**src/rtl/reg_file_sb_if.sv**
```systemverilog
// Bus interface for reg_file_sb: the write, reservation and dual read ports.
// The master (issue/writeback logic) drives requests; the slave (register file) answers.
interface reg_file_sb_if #(
    parameter int WIDTH  = 32,
    parameter int ADDR_W = 4,
    parameter int CNT_W  = 5
);
    logic              CLR;
    logic              WE;
    logic [ADDR_W-1:0] DEST_ADDRESS;
    logic [WIDTH-1:0]  IN;
    logic              RES_REQ;
    logic [ADDR_W-1:0] RES_ADDRESS;
    logic              RES_ACK;
    logic [ADDR_W-1:0] SOURCE_ADDRESS_1;
    logic [ADDR_W-1:0] SOURCE_ADDRESS_2;
    logic [WIDTH-1:0]  RD1;
    logic [WIDTH-1:0]  RD2;
    logic              RD1_VALID;
    logic              RD2_VALID;
    logic [CNT_W-1:0]  BUSY_COUNT;

    modport master (
        output CLR, WE, DEST_ADDRESS, IN, RES_REQ, RES_ADDRESS,
               SOURCE_ADDRESS_1, SOURCE_ADDRESS_2,
        input  RES_ACK, RD1, RD2, RD1_VALID, RD2_VALID, BUSY_COUNT
    );

    modport slave (
        input  CLR, WE, DEST_ADDRESS, IN, RES_REQ, RES_ADDRESS,
               SOURCE_ADDRESS_1, SOURCE_ADDRESS_2,
        output RES_ACK, RD1, RD2, RD1_VALID, RD2_VALID, BUSY_COUNT
    );
endinterface

```
**src/rtl/reg_file_sb.sv**
```systemverilog
// Register file with 2 combinational read ports, 1 write port and per-entry busy scoreboard.
// Optional macro REG_FILE_SB_BYPASS_EN forwards the write data to matching read ports.
module reg_file_sb #(
    parameter int WIDTH  = 32,
    parameter int ADDR_W = 4,
    parameter int CNT_W  = 5
) (
    input logic         CLK,
    input logic         RESET,
    reg_file_sb_if.slave bus
);
    localparam int DEPTH = 1 << ADDR_W;

    logic [WIDTH-1:0] regs [DEPTH];
    logic [DEPTH-1:0] busy;
    logic [CNT_W-1:0] busy_count;

    logic             res_ack;
    logic             release_busy;
    logic             same_addr;
    logic [CNT_W-1:0] count_next;

    // Reservation is refused on a busy entry even if this edge's write frees it.
    assign res_ack      = bus.RES_REQ & ~busy[bus.RES_ADDRESS] & ~bus.CLR;
    assign same_addr    = res_ack & bus.WE & (bus.RES_ADDRESS == bus.DEST_ADDRESS);
    assign release_busy = bus.WE & busy[bus.DEST_ADDRESS] & ~same_addr;

    always_comb begin
        count_next = busy_count;
        if (res_ack)
            count_next = count_next + CNT_W'(1);
        if (release_busy)
            count_next = count_next - CNT_W'(1);
    end

    always_ff @(posedge CLK or posedge RESET) begin
        if (RESET) begin
            for (int i = 0; i < DEPTH; i++)
                regs[i] <= '0;
            busy       <= '0;
            busy_count <= '0;
        end else if (bus.CLR) begin
            for (int i = 0; i < DEPTH; i++)
                regs[i] <= '0;
            busy       <= '0;
            busy_count <= '0;
        end else begin
            if (bus.WE) begin
                regs[bus.DEST_ADDRESS] <= bus.IN;
                busy[bus.DEST_ADDRESS] <= 1'b0;
            end
            // Placed after the write so a same-address reservation leaves the entry busy.
            if (res_ack)
                busy[bus.RES_ADDRESS] <= 1'b1;
            busy_count <= count_next;
        end
    end

    assign bus.RES_ACK    = res_ack;
    assign bus.BUSY_COUNT = busy_count;

`ifdef REG_FILE_SB_BYPASS_EN
    logic fwd1;
    logic fwd2;

    assign fwd1          = bus.WE & (bus.SOURCE_ADDRESS_1 == bus.DEST_ADDRESS);
    assign fwd2          = bus.WE & (bus.SOURCE_ADDRESS_2 == bus.DEST_ADDRESS);
    assign bus.RD1       = fwd1 ? bus.IN : regs[bus.SOURCE_ADDRESS_1];
    assign bus.RD2       = fwd2 ? bus.IN : regs[bus.SOURCE_ADDRESS_2];
    assign bus.RD1_VALID = fwd1 | ~busy[bus.SOURCE_ADDRESS_1];
    assign bus.RD2_VALID = fwd2 | ~busy[bus.SOURCE_ADDRESS_2];
`else
    assign bus.RD1       = regs[bus.SOURCE_ADDRESS_1];
    assign bus.RD2       = regs[bus.SOURCE_ADDRESS_2];
    assign bus.RD1_VALID = ~busy[bus.SOURCE_ADDRESS_1];
    assign bus.RD2_VALID = ~busy[bus.SOURCE_ADDRESS_2];
`endif

    // The counter must always mirror the number of set busy bits.
    a_count_matches: assert property (@(posedge CLK) disable iff (RESET)
        busy_count == CNT_W'($countones(busy)));

    a_no_ack_on_clr: assert property (@(posedge CLK) disable iff (RESET)
        bus.CLR |-> !res_ack);
endmodule

```
**src/flat_wrapper.sv**
```systemverilog
// flat-port wrapper written by rule: the top's interface ports become plain ports
module reg_file_sb_flat 
#(
    parameter int WIDTH  = 32,
    parameter int ADDR_W = 4,
    parameter int CNT_W  = 5
)
  (CLK, RESET, bus_CLR, bus_WE, bus_DEST_ADDRESS, bus_IN, bus_RES_REQ, bus_RES_ADDRESS, bus_SOURCE_ADDRESS_1, bus_SOURCE_ADDRESS_2, bus_RES_ACK, bus_RD1, bus_RD2, bus_RD1_VALID, bus_RD2_VALID, bus_BUSY_COUNT);
  reg_file_sb_if #(.WIDTH(WIDTH), .ADDR_W(ADDR_W), .CNT_W(CNT_W)) bus_i ();
  input logic CLK;
  input logic RESET;
  input wire logic [$bits(bus_i.CLR)-1:0] bus_CLR;
  input wire logic [$bits(bus_i.WE)-1:0] bus_WE;
  input wire logic [$bits(bus_i.DEST_ADDRESS)-1:0] bus_DEST_ADDRESS;
  input wire logic [$bits(bus_i.IN)-1:0] bus_IN;
  input wire logic [$bits(bus_i.RES_REQ)-1:0] bus_RES_REQ;
  input wire logic [$bits(bus_i.RES_ADDRESS)-1:0] bus_RES_ADDRESS;
  input wire logic [$bits(bus_i.SOURCE_ADDRESS_1)-1:0] bus_SOURCE_ADDRESS_1;
  input wire logic [$bits(bus_i.SOURCE_ADDRESS_2)-1:0] bus_SOURCE_ADDRESS_2;
  output wire logic [$bits(bus_i.RES_ACK)-1:0] bus_RES_ACK;
  output wire logic [$bits(bus_i.RD1)-1:0] bus_RD1;
  output wire logic [$bits(bus_i.RD2)-1:0] bus_RD2;
  output wire logic [$bits(bus_i.RD1_VALID)-1:0] bus_RD1_VALID;
  output wire logic [$bits(bus_i.RD2_VALID)-1:0] bus_RD2_VALID;
  output wire logic [$bits(bus_i.BUSY_COUNT)-1:0] bus_BUSY_COUNT;
  assign bus_i.CLR = bus_CLR;
  assign bus_i.WE = bus_WE;
  assign bus_i.DEST_ADDRESS = bus_DEST_ADDRESS;
  assign bus_i.IN = bus_IN;
  assign bus_i.RES_REQ = bus_RES_REQ;
  assign bus_i.RES_ADDRESS = bus_RES_ADDRESS;
  assign bus_i.SOURCE_ADDRESS_1 = bus_SOURCE_ADDRESS_1;
  assign bus_i.SOURCE_ADDRESS_2 = bus_SOURCE_ADDRESS_2;
  assign bus_RES_ACK = bus_i.RES_ACK;
  assign bus_RD1 = bus_i.RD1;
  assign bus_RD2 = bus_i.RD2;
  assign bus_RD1_VALID = bus_i.RD1_VALID;
  assign bus_RD2_VALID = bus_i.RD2_VALID;
  assign bus_BUSY_COUNT = bus_i.BUSY_COUNT;
  reg_file_sb #(.WIDTH(WIDTH), .ADDR_W(ADDR_W), .CNT_W(CNT_W)) u_core (.CLK(CLK), .RESET(RESET), .bus(bus_i));
endmodule
```
**config.mk**
```make
export PLATFORM = sky130hd
export DESIGN_NAME = reg_file_sb_flat
export DESIGN_NICKNAME = d
export VERILOG_FILES = /design/src/rtl/reg_file_sb_if.sv /design/src/rtl/reg_file_sb.sv /design/src/flat_wrapper.sv
export SDC_FILE = /design/constraint.sdc
export NUM_CORES = 1
export LEC_CHECK = 0
export ABC_AREA = 1
export CORE_ASPECT_RATIO = 1.75
export CORE_MARGIN = 5
export CORE_UTILIZATION = 43
export CTS_CLUSTER_DIAMETER = 30
export DETAILED_ROUTE_END_ITERATION = 10
export REMOVE_ABC_BUFFERS = 1
export SETUP_SLACK_MARGIN = 0.2
export SLEW_MARGIN = 5
export SYNTH_ARGS = -nofsm -noshare
export SYNTH_HDL_FRONTEND = slang
export SYNTH_SLANG_ARGS = --single-unit
export TNS_END_PERCENT = 20
```
**constraint.sdc**
```tcl
create_clock -name CLK -period 53 [get_ports CLK]
set_input_delay 10.6 -clock CLK [delete_from_list [all_inputs] [get_ports CLK]]
set_output_delay 10.6 -clock CLK [all_outputs]
set_load 0.02 [all_outputs]
```
# Yosys cells after proc, flatten, opt, wreduce, memory -nomap -nowiden
# Index checks and enable logic that the tools add are counted.
# op_classes
reduce_logical	4
n_shift	0
n_lt_le_gt_ge	10
mux	30
mul	0
add_sub_neg	2
div	0
eq_ne	1
bitwise_logic	17
# op_table
operator	n
512-bit 2-to-1 mux	2
512-bit bitwise mux	1
32-bit binary-select mux with 4-bit select	2
32-bit 2-to-1 mux	5
32-bit demux with 4-bit select	1
16-bit 2-to-1 mux	4
4-bit by 5-bit less-than comparator with 1-bit output (second input constant)	4
16-bit AND	1
1-bit binary-select mux with 4-bit select	4
16-bit inverter	1
16-bit bitwise OR	1
5-bit >= comparator (second input constant)	3
5-bit 2-to-1 mux	3
4-bit inverter with 5-bit output	3
1-bit demux with 4-bit select	2
4-bit by 1-bit >= comparator with 1-bit output (second input constant)	2
1-bit AND	6
1-bit 2-to-1 mux	6
5-bit by 1-bit adder with 5-bit output (second input constant)	1
5-bit by 1-bit less-than comparator with 1-bit output (second input constant)	1
1-bit inverter	5
5-bit by 1-bit subtractor with 5-bit output (second input constant)	1
4-bit equality test	1
1-bit logical AND	3
2-bit nonzero test	1
# word_totals
latch_bits	0
romBits	0
ram_bits	0
in_bits	53
out_inout_bits	72
ff_bits	533
elab_cells	82
memories	0

# Longest topological paths before layout
# depth
ltp_word	11
depth_mapped	19
depth_no_buf	18

# Worst setup path after synthesis
# No wires, ideal clock.
# synth_timing
kind	input port to output port
start	in bus_SOURCE_ADDRESS_2[1]
end	out bus_RD2[1]
t_arrival_ns	12.092
cell_stages	7
required_ns	42.400
path_slack_ns	30.308
n_path_buf	3
path_cell_list	clkbuf_1 clkbuf_1 buf_1 o21ai_0 a21oi_1 o22ai_1 o21ai_0
# synth_via
elab_chain_cells	4
# synth_lines
item	line	source
start, declared	flat_wrapper.sv:19	input wire logic [$bits(bus_i.SOURCE_ADDRESS_2)-1:0] bus_SOURCE_ADDRESS_2;
4-bit inverter with 5-bit output (not written as such)	reg_file_sb.sv:74	assign bus.RD2 = regs[bus.SOURCE_ADDRESS_2];
32-bit binary-select mux with 4-bit select	reg_file_sb.sv:74	
32-bit 2-to-1 mux (not written as such) (2 in a row)	reg_file_sb.sv:74	
end, declared	flat_wrapper.sv:22	output wire logic [$bits(bus_i.RD2)-1:0] bus_RD2;
# Every way passes these cells. The select of a mux whose other input is x is not followed.

# Worst setup path in the final report
# layout_timing
start	in bus_SOURCE_ADDRESS_1[0]
end	out bus_RD1[27]
# layout_via
elab_chain_cells	4
# layout_lines
item	line	source
start, declared	flat_wrapper.sv:18	input wire logic [$bits(bus_i.SOURCE_ADDRESS_1)-1:0] bus_SOURCE_ADDRESS_1;
4-bit inverter with 5-bit output (not written as such)	reg_file_sb.sv:73	assign bus.RD1 = regs[bus.SOURCE_ADDRESS_1];
32-bit binary-select mux with 4-bit select	reg_file_sb.sv:73	
32-bit 2-to-1 mux (not written as such) (2 in a row)	reg_file_sb.sv:73	
end, declared	flat_wrapper.sv:21	output wire logic [$bits(bus_i.RD1)-1:0] bus_RD1;
# Every way passes these cells. The select of a mux whose other input is x is not followed.

==> impl_results.rst <==
.. list-table::
   :header-rows: 1

   * - Metric
     - Value
   * - Outcome
     - completed
   * - # H-tree levels
     - 3
   * - # setup viols final
     - 0
   * - Root cell of the clock tree
     - sky130_fd_sc_hd__clkbuf_16
   * - Area grow syn2layout
     - 16.9%
   * - Post-Synth XOR/XNOR Area
     - 0.0904%
   * - Endpoint of the most critical register-to-register path
     - u_core.bus.BUSY_COUNT[4]$_DFF_PP0_
   * - Antenna diode instance count
     - 0
   * - Layer with the highest usage
     - met2
   * - Max-slew violation count
     - 0
   * - Number of antenna violations at the first check in global routing
     - 2
   * - Main combinational cell family by area after synthesis
     - compound AO/OA/AOI/OAI gates
   * - Highest achievable clock rate
     - 40.1 MHz
   * - Hold path startpoint
     - u_core.busy[0]$_DFF_PP0_
   * - Core Area
     - 0.0673 mm2
   * - Post-route minimum period
     - 24970 ps
   * - Global-route wire length before repair
     - 168000 um
   * - Type of origin of the critical path
     - input port
   * - Leak pwr
     - 0.0142 uW
   * - Minimum setup slack in the final design
     - 28030 ps
   * - Final period util
     - 47.1%
   * - Hold slack final
     - 513 ps
   * - Starting Density
     - 43.2%
   * - Arrival time at the worst endpoint
     - 14370 ps
   * - Met3 Track Usage GR
     - 5.35%
   * - Post-DR wirelength/cell
     - 23.7 um
   * - Count of cells resized by post-cts repair
     - 0
   * - Number of vias after detailed routing
     - 28600
   * - Die Y-Extent
     - 354 um
   * - Count of clock tree sinks
     - 533
   * - Total routed wirelength
     - 110000 um
   * - Final std cells w/o fill
     - 4621
   * - Most common cell after layout, fill and taps aside
     - sky130_fd_sc_hd__o21ai_0
   * - Transition at the pin with the smallest max-transition slack
     - 1200 ps
   * - Worst hold stages
     - 2
   * - Gate count of the mapped netlist
     - 3760
   * - Global-route total usage across every layer
     - 29.4%
   * - Placed Cells
     - 4443
   * - Mean instance size in the synthesized netlist
     - 7.73 um2
   * - Met2 Track Usage GR
     - 47.7%
   * - Cell variety after synth
     - 30
   * - Simple-gate portion of the synthesized area
     - 13.1%
   * - Via count of the first global-routing pass
     - 28000
   * - CTS buffer count
     - 97
   * - Setup repair after global routing missed its margin
     - false
   * - Post-place setup slack
     - 28200 ps
   * - Power density over cell area
     - 36.4 mW/mm2
   * - Worst R2R Start
     - u_core.busy[13]$_DFF_PP0_
   * - Sink of the worst hold path
     - u_core.busy[0]$_DFF_PP0_
   * - R2R setup slack
     - 50760 ps
   * - Drt first pass iters
     - 6
   * - Final weighted congestion in routability-driven placement
     - 0.816
   * - Critical path capture point type
     - output pin
   * - Sequential share of the synthesized area
     - 45.9%
   * - Remaining DRCs
     - 0
   * - Post-CTS setup-driven buffer insertion count
     - 0
   * - Proportion of layout cells with a drive suffix above 1
     - 7.60%
   * - Worst setup path class
     - in -> out
   * - Mux contribution to synthesized area
     - 0%
   * - Top Ports
     - 125
   * - Via density per instance
     - 6.20
   * - PortBufs
     - 124
   * - Depth of the worst register-to-register path
     - 16
   * - Worst-path fanout max
     - 159
   * - Complex-gate fraction of the synthesized area
     - 31.4%
   * - CTS tree
     - built
   * - Top flip-flop cell by instance count after synthesis
     - sky130_fd_sc_hd__dfrtp_1
   * - Synth Area in Adders
     - 0.0861%
   * - Worst VDD drop
     - 24.8 uV
   * - Final net count
     - 3701
   * - Drt initial violations
     - 2867
   * - Number of buffers inserted by hold repair at cts
     - 0
   * - Commonest cells after routing, fill and taps aside
     - sky130_fd_sc_hd__o21ai_0, sky130_fd_sc_hd__dfrtp_1, sky130_fd_sc_hd__a21oi_1, sky130_fd_sc_hd__nand2_1, sky130_fd_sc_hd__nand3_1
   * - Flops & latches, synth
     - 533
   * - Type of the worst min-delay path
     - reg -> reg
   * - Remaining antenna violation count after routing
     - 0
   * - Summed instance area of the synthesized netlist
     - 0.0291 mm2
   * - Sum of overflow across all layers after global routing
     - 0
   * - Sum of net half-perimeters after detailed placement
     - 56700 um
   * - Clock-pin slew reported for the worst setup and hold paths after clock tree synthesis
     - 50 ps
   * - Final total negative setup slack
     - 0 ps
   * - Data required time of the worst path
     - 42400 ps
   * - Clock buffer depth
     - 3
   * - Total power
     - 1240 uW
   * - Worst clock skew on the final layout
     - 5.51 ps
   * - Die W
     - 207 um
   * - Die ar.
     - 0.0731 mm2
   * - Clock Latency Late Sink
     - 660 ps
   * - Synthesis Warnings
     - 0
   * - EDFF count, synth
     - 0
   * - Final number of hold-violating endpoints
     - 0
   * - Maximum number of pins on one net before global-route repair
     - 160
   * - M1 GR Usage
     - 38.1%
   * - Worst-case headroom to the max-slew limit
     - 20.0%
   * - Placement Rows
     - 126
   * - Max-cap violations
     - 0
   * - Async SR Flop Fraction
     - 100%
## state kept, by name, summed over array words and instances, names as in the netlist
register	flops
u_core.busy	16
u_core.bus.BUSY_COUNT	5
u_core.regs	512
## worst max-delay path by stage
| stage | cells after the start | from | slack, ps | end |
|---|---|---|---|---|
| final | 8 | bus_SOURCE_ADDRESS_1[0] | 28030 | bus_RD1[27] |
| after CTS | 8 | bus_SOURCE_ADDRESS_1[0] | 28190 | bus_RD1[27] |
| after detailed placement | 8 | bus_SOURCE_ADDRESS_1[0] | 28200 | bus_RD1[27] |
| after global placement | 8 | bus_SOURCE_ADDRESS_1[0] | 28190 | bus_RD1[27] |
| after global routing | 8 | bus_SOURCE_ADDRESS_1[0] | 27830 | bus_RD1[23] |
| after floorplan | 1 | RESET | 27500 | u_core.bus.BUSY_COUNT[0]$_DFF_PP0_ |
## power breakdown
| part | switching, uW | internal [uW] |
|---|---|---|
| clock | 223 | 461 |
| sequential | 3.08 | 413 |
| combinational | 97.6 | 37.6 |
## through the flow
step	cell area, um2	utilization [%]
finish	34000	50.5
global placement	30400	45.1
floorplan	27500	-
global route	34000	50.5
CTS	34000	50.5
detailed placement	30400	45.1
## kinds of logic after synthesis
| family | after synthesis |
|---|---|
| AO/OA/AOI/OAI | 1646 |
| XOR/XNOR | 3 |
| adder cells (fa/ha/maj) | 2 |
| AND/OR/NAND/NOR | 874 |
| flip-flops | 533 |
| buffers and inverters | 702 |
## per-layer routing
metal,share of wire (%),vias to the layer above
li1,-,13100
met1,40,13900
met2,47,1346
met3,7.5,323
met4,4.9,2
met5,0.011,-
## worst max-delay path: stages
cell                              delay [ps]
sky130_fd_sc_hd__buf_8                   570
sky130_fd_sc_hd__buf_4                   780
sky130_fd_sc_hd__buf_4                   780
sky130_fd_sc_hd__o21ai_0                 230
sky130_fd_sc_hd__a21oi_1                 190
sky130_fd_sc_hd__o22ai_1                 100
sky130_fd_sc_hd__o21ai_0                 210
sky130_fd_sc_hd__clkdlybuf4s50_1         650
## area by class of cell
cell class              count  area (um2)
fillers                  6546       33300
well taps                 896        1120
clock buffers             119        2680
clock inverters            59         906
multi-input cells        2525       13100
flip-flops and latches    533       13300
repair buffers            175        1650
inverters                 314        1200
## cells in the mapped netlist (2+ instances only)
library cell | number | share of area (%)
sky130_fd_sc_hd__nand2_2 | 5 | 0.11
sky130_fd_sc_hd__o211ai_1 | 98 | 2.5
sky130_fd_sc_hd__nand2_1 | 449 | 5.8
sky130_fd_sc_hd__o31ai_1 | 8 | 0.21
sky130_fd_sc_hd__buf_1 | 55 | 0.71
sky130_fd_sc_hd__inv_1 | 306 | 4.0
sky130_fd_sc_hd__dfrtp_1 | 533 | 46
sky130_fd_sc_hd__nand3_1 | 367 | 6.3
sky130_fd_sc_hd__ha_1 | 2 | 0.086
sky130_fd_sc_hd__buf_2 | 66 | 1.1
sky130_fd_sc_hd__o21ai_2 | 2 | 0.060
sky130_fd_sc_hd__o21ai_1 | 4 | 0.069
sky130_fd_sc_hd__inv_2 | 8 | 0.10
sky130_fd_sc_hd__nor2_2 | 4 | 0.086
sky130_fd_sc_hd__o221ai_1 | 74 | 2.2
sky130_fd_sc_hd__xor2_1 | 3 | 0.090
sky130_fd_sc_hd__nor2_1 | 42 | 0.54
sky130_fd_sc_hd__clkbuf_1 | 265 | 3.4
sky130_fd_sc_hd__o21ai_0 | 721 | 12
sky130_fd_sc_hd__nand2_4 | 2 | 0.077
sky130_fd_sc_hd__o22ai_1 | 278 | 6.0
sky130_fd_sc_hd__a21oi_1 | 460 | 7.9
Note: power is estimated with default switching activity, not from simulation.
